==> config.mk <==
export PLATFORM = sky130hd
export DESIGN_NAME = jtdd2_shr_arb
export DESIGN_NICKNAME = d
export VERILOG_FILES = /design/src/rtl/jtdd2_arb_pkg.sv /design/src/rtl/jtframe_ff.sv /design/src/rtl/jtdd2_shr_arb.sv
export SDC_FILE = /design/constraint.sdc
export NUM_CORES = 1
export LEC_CHECK = 0
export BUFFER_PORTS_ARGS = -buffer_cell sky130_fd_sc_hd__buf_4
export CELL_PAD_IN_SITES_DETAIL_PLACEMENT = 1
export CELL_PAD_IN_SITES_GLOBAL_PLACEMENT = 1
export CORE_AREA = 10 10 51 92
export CTS_CLUSTER_SIZE = 25
export DETAILED_ROUTE_END_ITERATION = 10
export DIE_AREA = 0 0 61 102
export PLACE_DENSITY = 0.62
export SLEW_MARGIN = 15
export SYNTH_ARGS = -nofsm -noshare
export SYNTH_HDL_FRONTEND = slang
export SYNTH_SLANG_ARGS = --single-unit
==> constraint.sdc <==
create_clock -name clk -period 2.85 [get_ports clk]
set_clock_uncertainty 0.2 [all_clocks]
set_input_delay 0 -clock clk [delete_from_list [all_inputs] [get_ports clk]]
set_output_delay 0 -clock clk [all_outputs]
set_load 0.005 [all_outputs]
==> src/rtl/jtdd2_arb_pkg.sv <==
// Shared definitions for the main/sub CPU shared-RAM bus arbiter.
// Holds the arbiter state encoding and the default timing parameters.
package jtdd2_arb_pkg;

  // Encoding is visible on the st debug port, so values are fixed.
  typedef enum logic [1:0] {
    ST_IDLE  = 2'b00,
    ST_REQ   = 2'b01,
    ST_GRANT = 2'b10,
    ST_REL   = 2'b11
  } arb_state_t;

  localparam int TOUT_W_DEF = 8;  // bus-request timeout counter width
  localparam int SETTLE_DEF = 2;  // clk cycles busak_n must stay low before grant
  localparam int SETTLE_W   = 3;  // settle counter width (SETTLE range 1..7)

endpackage

==> src/rtl/jtframe_ff.sv <==
// Single-bit set/clear flag.
// Ports:
//   clk, rstn : clock and asynchronous active-low reset (clears q)
//   sigedge   : set strobe, sampled on the rising clk edge
//   clr       : clear strobe; when both strobes are high the set wins
//   q         : flag output
module jtframe_ff (
  input  logic clk,
  input  logic rstn,
  input  logic sigedge,
  input  logic clr,
  output logic q
);

  // NOTE: sequential state is assigned with non-blocking (<=) so every flop
  // samples the pre-edge values of its inputs regardless of process order.
  always_ff @(posedge clk or negedge rstn) begin
    if (!rstn)        q <= 1'b0;
    else if (sigedge) q <= 1'b1;
    else if (clr)     q <= 1'b0;
  end

endmodule

==> src/rtl/jtdd2_shr_arb.sv <==
// Shared-RAM port B arbiter between the main CPU and the sub CPU.
// The main CPU halts the sub CPU through a bus request, waits for a stable
// bus acknowledge, and then owns port B until it releases the request.
// Ports:
//   clk, rstn    : system clock, asynchronous active-low reset
//   main_cen     : main CPU clock enable (qualifies main_req, main_nmi, timeout)
//   main_req     : main CPU bus request level (1 = request, 0 = release)
//   main_nmi     : main CPU strobe requesting a sub CPU NMI
//   main_cs      : main CPU access into the shared RAM window
//   sub_busak_n  : sub CPU bus acknowledge, active low
//   sub_nmi_ack  : sub CPU NMI acknowledge write
//   sub_halt     : bus request to the sub CPU
//   sub_nmi_n    : NMI to the sub CPU, active low
//   grant        : main CPU owns shared RAM port B
//   main_wait    : stalls a main CPU access while the bus is being acquired
//   timeout      : sticky, the last bus request was never acknowledged
//   st           : current arbiter state, for debug
module jtdd2_shr_arb
  import jtdd2_arb_pkg::*;
#(
  parameter int TOUT_W = TOUT_W_DEF,
  parameter int SETTLE = SETTLE_DEF
) (
  input  logic       clk,
  input  logic       rstn,
  input  logic       main_cen,
  input  logic       main_req,
  input  logic       main_nmi,
  input  logic       main_cs,
  input  logic       sub_busak_n,
  input  logic       sub_nmi_ack,
  output logic       sub_halt,
  output logic       sub_nmi_n,
  output logic       grant,
  output logic       main_wait,
  output logic       timeout,
  output logic [1:0] st
);

  localparam logic [TOUT_W-1:0]   TOUT_MAX   = '1;
  localparam logic [TOUT_W-1:0]   TOUT_LAST  = {{(TOUT_W-1){1'b1}}, 1'b0};
  localparam logic [SETTLE_W-1:0] SETTLE_CNT = SETTLE_W'(SETTLE);

  arb_state_t          state, state_nxt;
  logic [SETTLE_W-1:0] settle_cnt, settle_nxt;
  logic [TOUT_W-1:0]   tout_cnt, tout_nxt;
  logic                timeout_nxt;
  logic                nmi_pend;

  // NOTE: every signal written here gets a default first, so no path through
  // the case leaves it unassigned and no latch is inferred.
  always_comb begin
    state_nxt   = state;
    settle_nxt  = settle_cnt;
    tout_nxt    = tout_cnt;
    timeout_nxt = timeout;
    case (state)
      ST_IDLE: begin
        if (main_cen && main_req) begin
          state_nxt   = ST_REQ;
          settle_nxt  = '0;
          tout_nxt    = '0;
          timeout_nxt = 1'b0;
        end
      end
      ST_REQ: begin
        // Any high sample of busak_n restarts the settle window.
        settle_nxt = sub_busak_n ? '0 : settle_cnt + SETTLE_W'(1);
        if (main_cen && tout_cnt != TOUT_MAX) tout_nxt = tout_cnt + TOUT_W'(1);
        // A release request wins over both settle completion and timeout.
        if (main_cen && !main_req) begin
          state_nxt = ST_IDLE;
        end else if (!sub_busak_n && settle_cnt == SETTLE_CNT) begin
          state_nxt = ST_GRANT;
        end else if (main_cen && tout_cnt == TOUT_LAST) begin
          state_nxt   = ST_IDLE;
          timeout_nxt = 1'b1;
        end
      end
      ST_GRANT: begin
        // A spurious busak_n release is treated like a normal release.
        if (sub_busak_n || (main_cen && !main_req)) state_nxt = ST_REL;
      end
      ST_REL: begin
        // New requests are ignored until the sub CPU has taken its bus back.
        if (sub_busak_n) state_nxt = ST_IDLE;
      end
      default: state_nxt = ST_IDLE;
    endcase
  end

  always_ff @(posedge clk or negedge rstn) begin
    if (!rstn) begin
      state      <= ST_IDLE;
      settle_cnt <= '0;
      tout_cnt   <= '0;
      timeout    <= 1'b0;
    end else begin
      state      <= state_nxt;
      settle_cnt <= settle_nxt;
      tout_cnt   <= tout_nxt;
      timeout    <= timeout_nxt;
    end
  end

  // Outputs decode straight from the state so an asynchronous reset drops
  // grant and sub_halt immediately, without passing through ST_REL.
  assign sub_halt  = (state == ST_REQ) || (state == ST_GRANT);
  assign grant     = (state == ST_GRANT);
  assign main_wait = main_cs & ~grant & (state == ST_REQ);
  assign st        = state;

  jtframe_ff u_nmi (
    .clk     (clk),
    .rstn    (rstn),
    .sigedge (main_nmi & main_cen),
    .clr     (sub_nmi_ack),
    .q       (nmi_pend)
  );

  assign sub_nmi_n = ~nmi_pend;

endmodule
======== After elaboration in Yosys (flattened, before gate mapping) ========
Index checks and enable logic that the tools add are counted.
operators by class
  add/sub/neg operators ................... 2
  reduce and logical (&&, ||, !) cells .... 16
  mux-type cells .......................... 20
  equality and inequality tests ........... 14
  bitwise gates (word level) .............. 5
operators by type and width
  cell                                                 number
  2-to-1 mux 8 bit                                     2
  one-hot mux 8 bit (2 select lines)                   1
  2-to-1 mux 2 bit                                     6
  inequality test 2 bit, second input constant         6
  adder 8 x 1 -> 8 bit, second input constant          1
  equality test 8 bit, second input constant           1
  inequality test 8 bit, second input constant         1
  one-hot mux 2 bit (4 select lines)                   1
  2-to-1 mux 1 bit                                     6
  2-to-1 mux 3 bit                                     2
  one-hot mux 3 bit (2 select lines)                   1
  logical AND 1 bit                                    5
  AND reduction 5 bit                                  1
  equality test 2 bit, second input constant           2
  inequality test 4 bit, second input constant         1
  AND reduction 4 bit                                  1
  nonzero test 2 bit                                   2
  adder 3 x 1 -> 3 bit, second input constant          1
  AND 1 bit                                            3
  equality test 3 x 2 -> 1 bit, second input constant  1
  AND reduction 3 bit                                  1
  equality test 2 x 1 -> 1 bit, second input constant  1
  zero test 1 bit                                      2
  zero test 2 bit                                      1
  other kinds (5)                                      7
word-level totals
  bits of input ports ..................... 8
  register bits ........................... 15
  logic and storage cells ................. 62
  output and inout bits ................... 7

======== Depth between registers and ports, before layout ========
Gate-level depths: netlist of the first run.
  word-level depth ........................ 6
  gate-level depth with buffers ........... 7
  gate-level depth less buffers ........... 6

======== Hierarchy ========
From an unflattened synthesis of the first run, not the netlist that was laid out.
unflattened totals
  cell total of the unflattened synthesis .. 111
  area, all modules ....................... 1022.2 um^2
modules (own cells, without submodules)
  module         area an instance (um^2)  instances  seq. area each (um^2)  cells each
  jtdd2_shr_arb  985.9                    1          350.3                  108
  jtframe_ff     36.3                     1          25.0                   3

======== Least setup slack after synthesis of the first run ========
Ideal clock, no wire load.
  kind .................................... register to register
  from .................................... reg with a tool-made name
  to ...................................... reg tout_cnt[5]
  library setup time ...................... 133 ps
  stages on the path, launching flop included .. 8
  required time ........................... 2517 ps
  clock period less this slack ............ 1844 ps
  data arrival time ....................... 1511 ps
  path buffers ............................ 1
  setup slack ............................. 1006 ps
  cells stage by stage .................... dfrtp_1 > inv_1 > ha_1 > buf_6 > and2b_4 > a21o_4 > o311ai_2 > o31ai_1
RTL lines
  item                  line                  source
  end signal, assigned  jtdd2_shr_arb.sv:101  tout_cnt <= tout_nxt;
  end, declared         jtdd2_shr_arb.sv:46   logic [TOUT_W-1:0] tout_cnt, tout_nxt;

==> impl_metrics.ini, run 1 <==
[global_route]
grt_pass1_vias = 1072
antenna_found_initial = 0
track_usage = 0.115
gr-total-overflow = 0
grt_max_degree = 16
grt_pass1_wl_microns = 5560

[synth]
synth.distinct_cells = 48
synth-seq-cells = 15
netlist_instances = 121
synth_commonest_cells = 15 x dfrtp_1, 11 x nand2_1, 9 x inv_1, 8 x ha_1
ys.flop_type = dfrtp_1
syn_area_sq_um = 1130
yosys.area.top_type = dfrtp_1
synth.net_count = 137
async_flop_share = 1.00
synth_top_area_frac = 0.332
yosysSeqAreaShare = 0.332
synth_most_common_cell = dfrtp_1
ys.warnings.count = 0
synth_area_leaders = dfrtp_1 33%, ha_1 8.9%, nand2_1 3.7%
synth_enable_flop_cells = 0
avgSynthCellArea_sq_um = 9.34

[route]
vias_per_cell = 5.79
first_pass_iters = 3
wl_per_cell_microns = 19.3
ant_nets = 0
drc = 0
drt_iter0_drc = 23
totalWireLength_microns = 3340
dr_total_vias = 1002

[layout]
fin_util = 0.424
drive_gt1_frac = 0.211
num_antenna_cells = 0
area_growth_pct = 19.9
layout.nets = 159
post-route-cell-area_sq_um = 1360

[die]
dieArea_sq_um = 6220
fp.dieH_microns = 102
row_count = 29
ios = 15
start_util = 0.354
die_x_microns = 61
coreArea_sq_um = 3190

[placement]
place_hpwl_microns = 2580
io_buffer_count = 14
pre_cts_ws_ps = 733
place_congestion = 0.894
dpl_cell_area_sq_um = 1250

[critical_path]
crit_family = simple AND/OR/NAND/NOR gates
crit_type = flop to flop
cp-end-kind = flop
cp_slowest_stage_delay_ps = 460
cpMostUsedCell = inv_1
r2r-end = settle_cnt[2]$_DFFE_PN0P_
cpMaxStageDelayCell = or3_4
worst-path-max-fanout = 13
critPathBufInv = 2
arrival_ps = 2140
rrSetupSlack_ps = 700
rr_worst_depth = 6
required_ps = 2840
path_cells = inv_1, ha_1, inv_1, or3_4, nor3b_2, a21o_1
start_kind = flop

[sta]
worst_slew_pin_slew_ps = 801
setup_tns_ps = 0
slew_headroom = 0.464
slew_viol_final = 0
fin_crit_ps = 2150
grt_setup_unrepaired = no
fin_ws_ps = 699
max_freq_mhz = 465
hold_violations = 0
post-route-period-util = 0.755
setup_viol = 0

[clocking]
numClockSinks = 15
cts_tree = done
clk_latency_ps = 250
cts_max_level = 1
cts_resized = 0
clock_path_buffers = 2
cts_buffers = 3
clk_pin_slew_ps = 70
cts-root-buf = clkbuf_8

[hold_path]
worstHoldPathCells = 4
worstHoldStart = main_req
hold_path_class = primary input to flop
hold_end = timeout$_DFFE_PN0P_

[outcome]
status = complete, no violations

[power]
powerDensity_nw_per_um2 = 802
vdd_drop_max_mv = 0.371
leakage_nw = 0.614
p_total_w = 0.00109

[flow_run]
timing.max_cap.violations = 0
## through the flow
step,hold slack (ps),std cells
floorplan,-496,121
global placement,-329,163
detailed placement,-322,163
CTS,14.6,173
global route,79.9,173
finish,15.6,173
## state kept, by name, indices dropped and copies added (netlist names), named ones only
| signal | count |
|---|---|
| tout_cnt | 8 |
| timeout | 1 |
| st | 1 |
| settle_cnt | 3 |
| u_nmi.q | 1 |
## worst max-delay path by stage
stage / cells after the start / from / endpoint
6_report: 6 / flop / settle_cnt[2]$_DFFE_PN0P_
4_1_cts: 6 / flop / settle_cnt[2]$_DFFE_PN0P_
5_1_grt: 6 / flop / settle_cnt[2]$_DFFE_PN0P_
3_5_place_dp: 6 / flop / settle_cnt[2]$_DFFE_PN0P_
3_3_place_gp: 6 / flop / settle_cnt[2]$_DFFE_PN0P_
2_1_floorplan: 7 / flop / tout_cnt[5]$_DFFE_PN0P_
## power by group
group	switching [W]	internal [W]
sequential	0.0000784	0.000270
clock	0.0000787	0.0000990
combinational	0.000323	0.000237
## cells in the final DEF, fill, tap and decap left out, types with 2 or more instances in the layout
cell	synthesis	layout
a21oi_1	5	5
a21boi_1	2	2
nand2b_1	4	4
clkbuf_8	0	3
and2_1	2	2
nor3b_1	2	2
buf_4	1	14
nand4_1	3	3
or2_2	2	2
o211ai_1	2	2
inv_1	9	9
dfrtp_1	15	15
nand2_1	11	11
nor2b_1	3	3
mux2i_1	2	2
a31oi_1	2	2
ha_1	8	8
o31ai_1	3	3
a21o_1	2	2
o21ai_1	5	5
and4_1	2	2
nor2_1	5	5
dlygate4sd3_1	0	6
nand3_1	5	5
## tightest hold or removal path, delay by kind of cell
family | cells | cell delay [ps]
and+or+nand+nor | 2 | 220
AOI/OAI and AO/OA | 1 | 90
buffers and inverters | 1 | 120
## cells by family (layout without fill, tap and decap cells)
group | after synthesis | count (layout) | share of synthesized area
multiplexers | 2 | 2 | 0.0177
buffers and inverters | 12 | 33 | 0.0509
AO/OA/AOI/OAI | 32 | 32 | 0.216
adder cells (fa/ha/maj) | 8 | 8 | 0.0886
flip-flops | 15 | 15 | 0.332
AND/OR/NAND/NOR | 52 | 52 | 0.295
## timing repair
action / CTS / global route
hold buffers: 6 / 0
setup buffers: 0 / 0
hold endpoints to repair: 20 / 0
## per-layer routing
layer,vias up,GRT usage,part of all wire
li1,482,-,-
met1,506,0.116,0.38
met2,12,0.221,0.58
met3,2,0.0236,0.031
met4,0,0.0306,0.0075
met5,-,0,0
## area by class of cell
cell class	instances	area, sq um
Sequential cell	15	375
Timing Repair Buffer	20	165
Tap cell	31	38.8
Fill cell	394	1840
Multi-Input combinational cell	94	697
Clock buffer	4	45.0
Inverter	9	33.8
(Power assumes the default switching activity.)
==> run 2: changes to the inputs <==
==> constraint.sdc (replaced) <==
create_clock -name clk -period 2 [get_ports clk]
set_clock_uncertainty 0.2 [all_clocks]
set_input_delay 0 -clock clk [delete_from_list [all_inputs] [get_ports clk]]
set_output_delay 0 -clock clk [all_outputs]
set_load 0.005 [all_outputs]
==> run 2 against run 1 <==
Design area increased by 4.0%. Setup slack got worse by 630 ps. Die area unchanged. Hold slack improved by 1.9 ps. Sequential share of layout area decreased by 0.97 points. Final cell count increased by 2.9%. First-iteration DRC count decreased by 13%. Register-to-register slack got worse by 630 ps. Routed wire length increased by 5.6%. Critical endpoint is now tout_cnt[7]$_DFFE_PN0P_. Largest cell class unchanged.
==> impl_metrics.ini, run 2 (synthesis results as in run 1) <==
[placement]
place_hpwl_microns = 2800
io_buffer_count = 14
pre_cts_ws_ps = -5.60
place_congestion = 0.846
dpl_cell_area_sq_um = 1290

[route]
vias_per_cell = 5.86
dr_total_vias = 1043
dr_wl_met2_microns = 2010
routed.top_layer = met4
wl_met1_microns = 1310
wl_met3_microns = 78
drt_iter0_drc = 20
totalWireLength_microns = 3530
wl_per_cell_microns = 19.8
drc = 0
ant_nets = 0
first_pass_iters = 4

[layout]
largest_reg_flops = 8
final_cell_mix = 19 x buf_4, 14 x dfrtp_1, 11 x nand2_1
layout.nets = 164
post-route-cell-area_sq_um = 1410
num_antenna_cells = 0
top_regs = tout_cnt: 8 flops, settle_cnt: 3 flops
largest_register = tout_cnt
area_growth_pct = 24.7
final_common_cell = buf_4
drive_gt1_frac = 0.259

[critical_path]
start_kind = flop
timing.rr.start = tout_cnt[1]$_DFFE_PN0P_
crit_type = flop to flop
arrival_ps = 1910
rrSetupSlack_ps = 70
cp-end-kind = flop
rr_worst_depth = 5
r2r-end = tout_cnt[7]$_DFFE_PN0P_
worst-path-max-fanout = 5
required_ps = 1970

[die]
ios = 15
row_count = 29
dieArea_sq_um = 6220
coreArea_sq_um = 3190
die_x_microns = 61
fp.dieH_microns = 102
start_util = 0.354

[sta]
fin_crit_ps = 1930
grt_setup_unrepaired = no
setup_viol = 0
hold_violations = 0
post-route-period-util = 0.966
slew_viol_final = 0
worst_slew_pin_slew_ps = 749
setup_tns_ps = 0
slew_headroom = 0.499
max_freq_mhz = 518
fin_ws_ps = 68.8

[global_route]
track_usage = 0.123
grt_pass1_vias = 1201
grt_max_degree = 16
antenna_found_initial = 0
gr-total-overflow = 0
grt_pass1_wl_microns = 5860

[hold_path]
worstHoldPathCells = 4
hold_end = timeout$_DFFE_PN0P_
hold_path_class = primary input to flop
worstHoldStart = main_req

[power]
vdd_drop_max_mv = 0.851
powerDensity_nw_per_um2 = 1170
p_total_w = 0.00165
leakage_nw = 0.637

[clocking]
cts_tree = done
clock_path_buffers = 2
cts-root-buf = clkbuf_8
clk_pin_slew_ps = 70
cts_buffers = 3
clk_latency_ps = 260
numClockSinks = 15
cts_setup_buffers = 0
cts_max_level = 1

[flow_run]
timing.max_cap.violations = 0

[outcome]
status = complete, no violations
==> run 2: changes by cell type in the layout (fill, tap and decap cells not counted), sizes merged <==
cell / before / now
buf: 14 / 19
==> run 2: routing by layer <==
layer,up-vias,GRT usage
li1,493,-
met1,518,0.118
met2,21,0.229
met3,11,0.0199
met4,0,0.0679
met5,-,0
==> run 2: worst max path at each step <==
stage,from,end,slack [ps]
after floorplan,flop,tout_cnt[5]$_DFFE_PN0P_,160
after global placement,st[0]$_DFFE_PN0P_,tout_cnt[5]$_DFFE_PN0P_,20
after detailed placement,st[0]$_DFFE_PN0P_,tout_cnt[5]$_DFFE_PN0P_,-6
after CTS,st[0]$_DFFE_PN0P_,tout_cnt[5]$_DFFE_PN0P_,20
after global routing,tout_cnt[1]$_DFFE_PN0P_,tout_cnt[7]$_DFFE_PN0P_,3
final,tout_cnt[1]$_DFFE_PN0P_,tout_cnt[7]$_DFFE_PN0P_,70
==> run 2: stage by stage <==
stage / std cells / hold WS [ps] / utilization
6_report: 178 / 17.5 / 0.441
3_3_place_gp: 168 / -326 / 0.403
3_5_place_dp: 168 / -321 / 0.403
2_1_floorplan: 121 / -496 / -
5_1_grt: 178 / 74.9 / 0.441
4_1_cts: 178 / 9.23 / 0.437
==> run 2: final cells by class <==
cell class	count	area, sq um
Tap cell	31	38.8
Sequential cell	15	377
Inverter	9	33.8
Fill cell	388	1780
Clock buffer	4	45.0
Timing Repair Buffer	25	203
Multi-Input combinational cell	94	712
==> run 2: timing repair <==
action,in CTS,in global routing
cloned,0,0
endpoints found under the hold margin,20,0
hold buffers,6,0
gates resized for setup,2,2
endpoints found under the setup margin,5,7
==> run 2: critical path, cell delays in order, from the launching register on <==
cell	delay (ps)
dfrtp_1	430
ha_1	270
and4_2	260
a21o_4	240
nor4_4	230
mux2i_1	220
==> run 2: power by group <==
part,switching (W),total (W),internal (W),leakage [nW]
Combinational,0.000481,0.000881,0.000400,0.416
Clock,0.000122,0.000263,0.000142,0.0228
Sequential,0.000118,0.000505,0.000387,0.198
Total,0.000721,0.00165,0.000929,0.637
==> run 3: changes to the inputs <==
--- a/config.mk
+++ b/config.mk
@@ -8,11 +8,11 @@
 export BUFFER_PORTS_ARGS = -buffer_cell sky130_fd_sc_hd__buf_4
 export CELL_PAD_IN_SITES_DETAIL_PLACEMENT = 1
 export CELL_PAD_IN_SITES_GLOBAL_PLACEMENT = 1
-export CORE_AREA = 10 10 51 92
+export CORE_AREA = 10 10 48 86
 export CTS_CLUSTER_SIZE = 25
 export DETAILED_ROUTE_END_ITERATION = 10
-export DIE_AREA = 0 0 61 102
-export PLACE_DENSITY = 0.62
+export DIE_AREA = 0 0 58 96
+export PLACE_DENSITY = 0.71
 export SLEW_MARGIN = 15
 export SYNTH_ARGS = -nofsm -noshare
 export SYNTH_HDL_FRONTEND = slang
==> run 3 against run 2 <==
Count of clock-buffer cells in the layout stayed put. Via count grew 0.86%. Global-route usage grew 0.86 points. Setup slack got worse by 10 ps. Critical path type unchanged.
==> impl_metrics.ini, run 3 (synthesis results as in run 1) <==
[die]
start_util = 0.408
row_count = 27
ios = 15
fp.dieH_microns = 96
die_x_microns = 58
coreArea_sq_um = 2770
dieArea_sq_um = 5570

[critical_path]
critPathBufInv = 2
arrival_ps = 1890
cpMaxStageDelayCell = dfrtp_1
cp_slowest_stage_delay_ps = 390
rr_worst_depth = 6
rrSetupSlack_ps = 60
path_cells = inv_1, ha_4, buf_4, and4b_1, or2_0, o31ai_1
required_ps = 1950
r2r-end = tout_cnt[5]$_DFFE_PN0P_
crit_type = flop to flop
start_kind = flop
worst-path-max-fanout = 7
crit_family = simple AND/OR/NAND/NOR gates
cp-end-kind = flop

[global_route]
grt_pass1_wl_microns = 5760
gr-total-overflow = 0
grt_pass1_vias = 1223
grt_max_degree = 16
track_usage = 0.131
antenna_found_initial = 0

[layout]
post-route-cell-area_sq_um = 1420
largest_reg_flops = 8
num_antenna_cells = 0
top_regs = tout_cnt: 8 flops, settle_cnt: 3 flops
final_cell_mix = 20 x buf_4, 14 x dfrtp_1, 11 x nand2_1
nFillCells = 334
layout.nets = 165
multi_input_area_sq_um = 722
final_common_cell = buf_4
largest_register = tout_cnt
drive_gt1_frac = 0.270
area_growth_pct = 26.0
seqCellArea_sq_um = 377
fin_util = 0.514

[sta]
worst_slew_pin_slew_ps = 776
fin_crit_ps = 1940
slew_viol_final = 0
grt_setup_unrepaired = no
setup_tns_ps = 0
max_freq_mhz = 515
hold_violations = 0
setup_viol = 0
slew_headroom = 0.481
post-route-period-util = 0.971

[route]
dr_total_vias = 1052
first_pass_iters = 4
drt_iter0_drc = 14
drc = 0
totalWireLength_microns = 3500
wl_per_cell_microns = 19.7
ant_nets = 0
vias_per_cell = 5.94

[clocking]
cts_max_level = 1
cts_tree = done
clk_pin_slew_ps = 60
cts-root-buf = clkbuf_8
numClockSinks = 15
clock_path_buffers = 2
cts_buffers = 3
clk_latency_ps = 260

[placement]
io_buffer_count = 14
place_hpwl_microns = 2700
place_congestion = 0.877
dpl_cell_area_sq_um = 1290

[hold_path]
hold_end = timeout$_DFFE_PN0P_
hold_path_class = primary input to flop
worstHoldPathCells = 4
worstHoldStart = main_req

[power]
switching_power_w = 0.000748
pwr-share-comb = 0.549
powerDensity_nw_per_um2 = 1200
vdd_drop_max_mv = 0.835
p_seq_frac = 0.299
power.share.clock = 0.152
internal_power_w = 0.000961
leakage_nw = 0.643
switching_share = 0.438

[outcome]
status = complete, no violations

[flow_run]
timing.max_cap.violations = 0
[run 3: layout make-up]
type	instances	area share
Inverter	9	0.0237
Sequential cell	15	0.264
Multi-Input combinational cell	94	0.507
Timing Repair Buffer	26	0.148
Clock buffer	4	0.0316
Tap cell	29	0.0255
[run 3: worst reg2reg max path: stages (launching register included)]
cell	delay (ps)
dfrtp_1	390
inv_1	150
ha_4	210
buf_4	140
and4b_1	260
or2_0	220
o31ai_1	250
[run 3: repair_timing]
item / CTS / global route
endpoints found under the setup margin: 2 / 2
setup buffers: 0 / 0
hold buffers: 6 / 0
hold endpoints to repair: 20 / 0
resized for setup: 3 / 3
[run 3: routing by layer]
| layer | part of all wire | GRT usage | up-vias |
|---|---|---|---|
| met3 | 0.032 | 0.0290 | 5 |
| met1 | 0.37 | 0.114 | 535 |
| met2 | 0.59 | 0.268 | 15 |
| li1 | - | - | 497 |
| met5 | 0 | 0 | - |
| met4 | 0.016 | 0.0551 | 0 |
[run 3: worst max-delay path by stage]
| stage | start | to | cells after the start |
|---|---|---|---|
| finish | flop | tout_cnt[5]$_DFFE_PN0P_ | 6 |
| CTS | st[0]$_DFFE_PN0P_ | tout_cnt[5]$_DFFE_PN0P_ | 6 |
| global placement | st[0]$_DFFE_PN0P_ | tout_cnt[7]$_DFFE_PN0P_ | 5 |
| floorplan | flop | tout_cnt[5]$_DFFE_PN0P_ | 7 |
| detailed placement | st[0]$_DFFE_PN0P_ | tout_cnt[5]$_DFFE_PN0P_ | 6 |
| global route | flop | tout_cnt[5]$_DFFE_PN0P_ | 6 |
[run 3: power by group through the flow]
stage | Combinational (W) | Sequential [W] | Clock (W)
6_report | 0.000938 | 0.000510 | 0.000261
5_1_grt | 0.00104 | 0.000524 | 0.000271
4_1_cts | 0.000906 | 0.000500 | 0.000264
3_5_place_dp | 0.000876 | 0.000502 | 0
3_3_place_gp | 0.000832 | 0.000492 | 0
2_1_floorplan | 0.000579 | 0.000471 | 0
[run 3: through the flow]
step                worst slack, ps  instances  hold slack, ps  total power (W)
global route                   4.77        177            62.3          0.00183
detailed placement            -13.6        167            -325          0.00138
floorplan                       156        121            -496          0.00105
global placement               73.8        167            -326          0.00132
CTS                            46.0        177            3.01          0.00167
finish                         58.7        177            9.38          0.00171
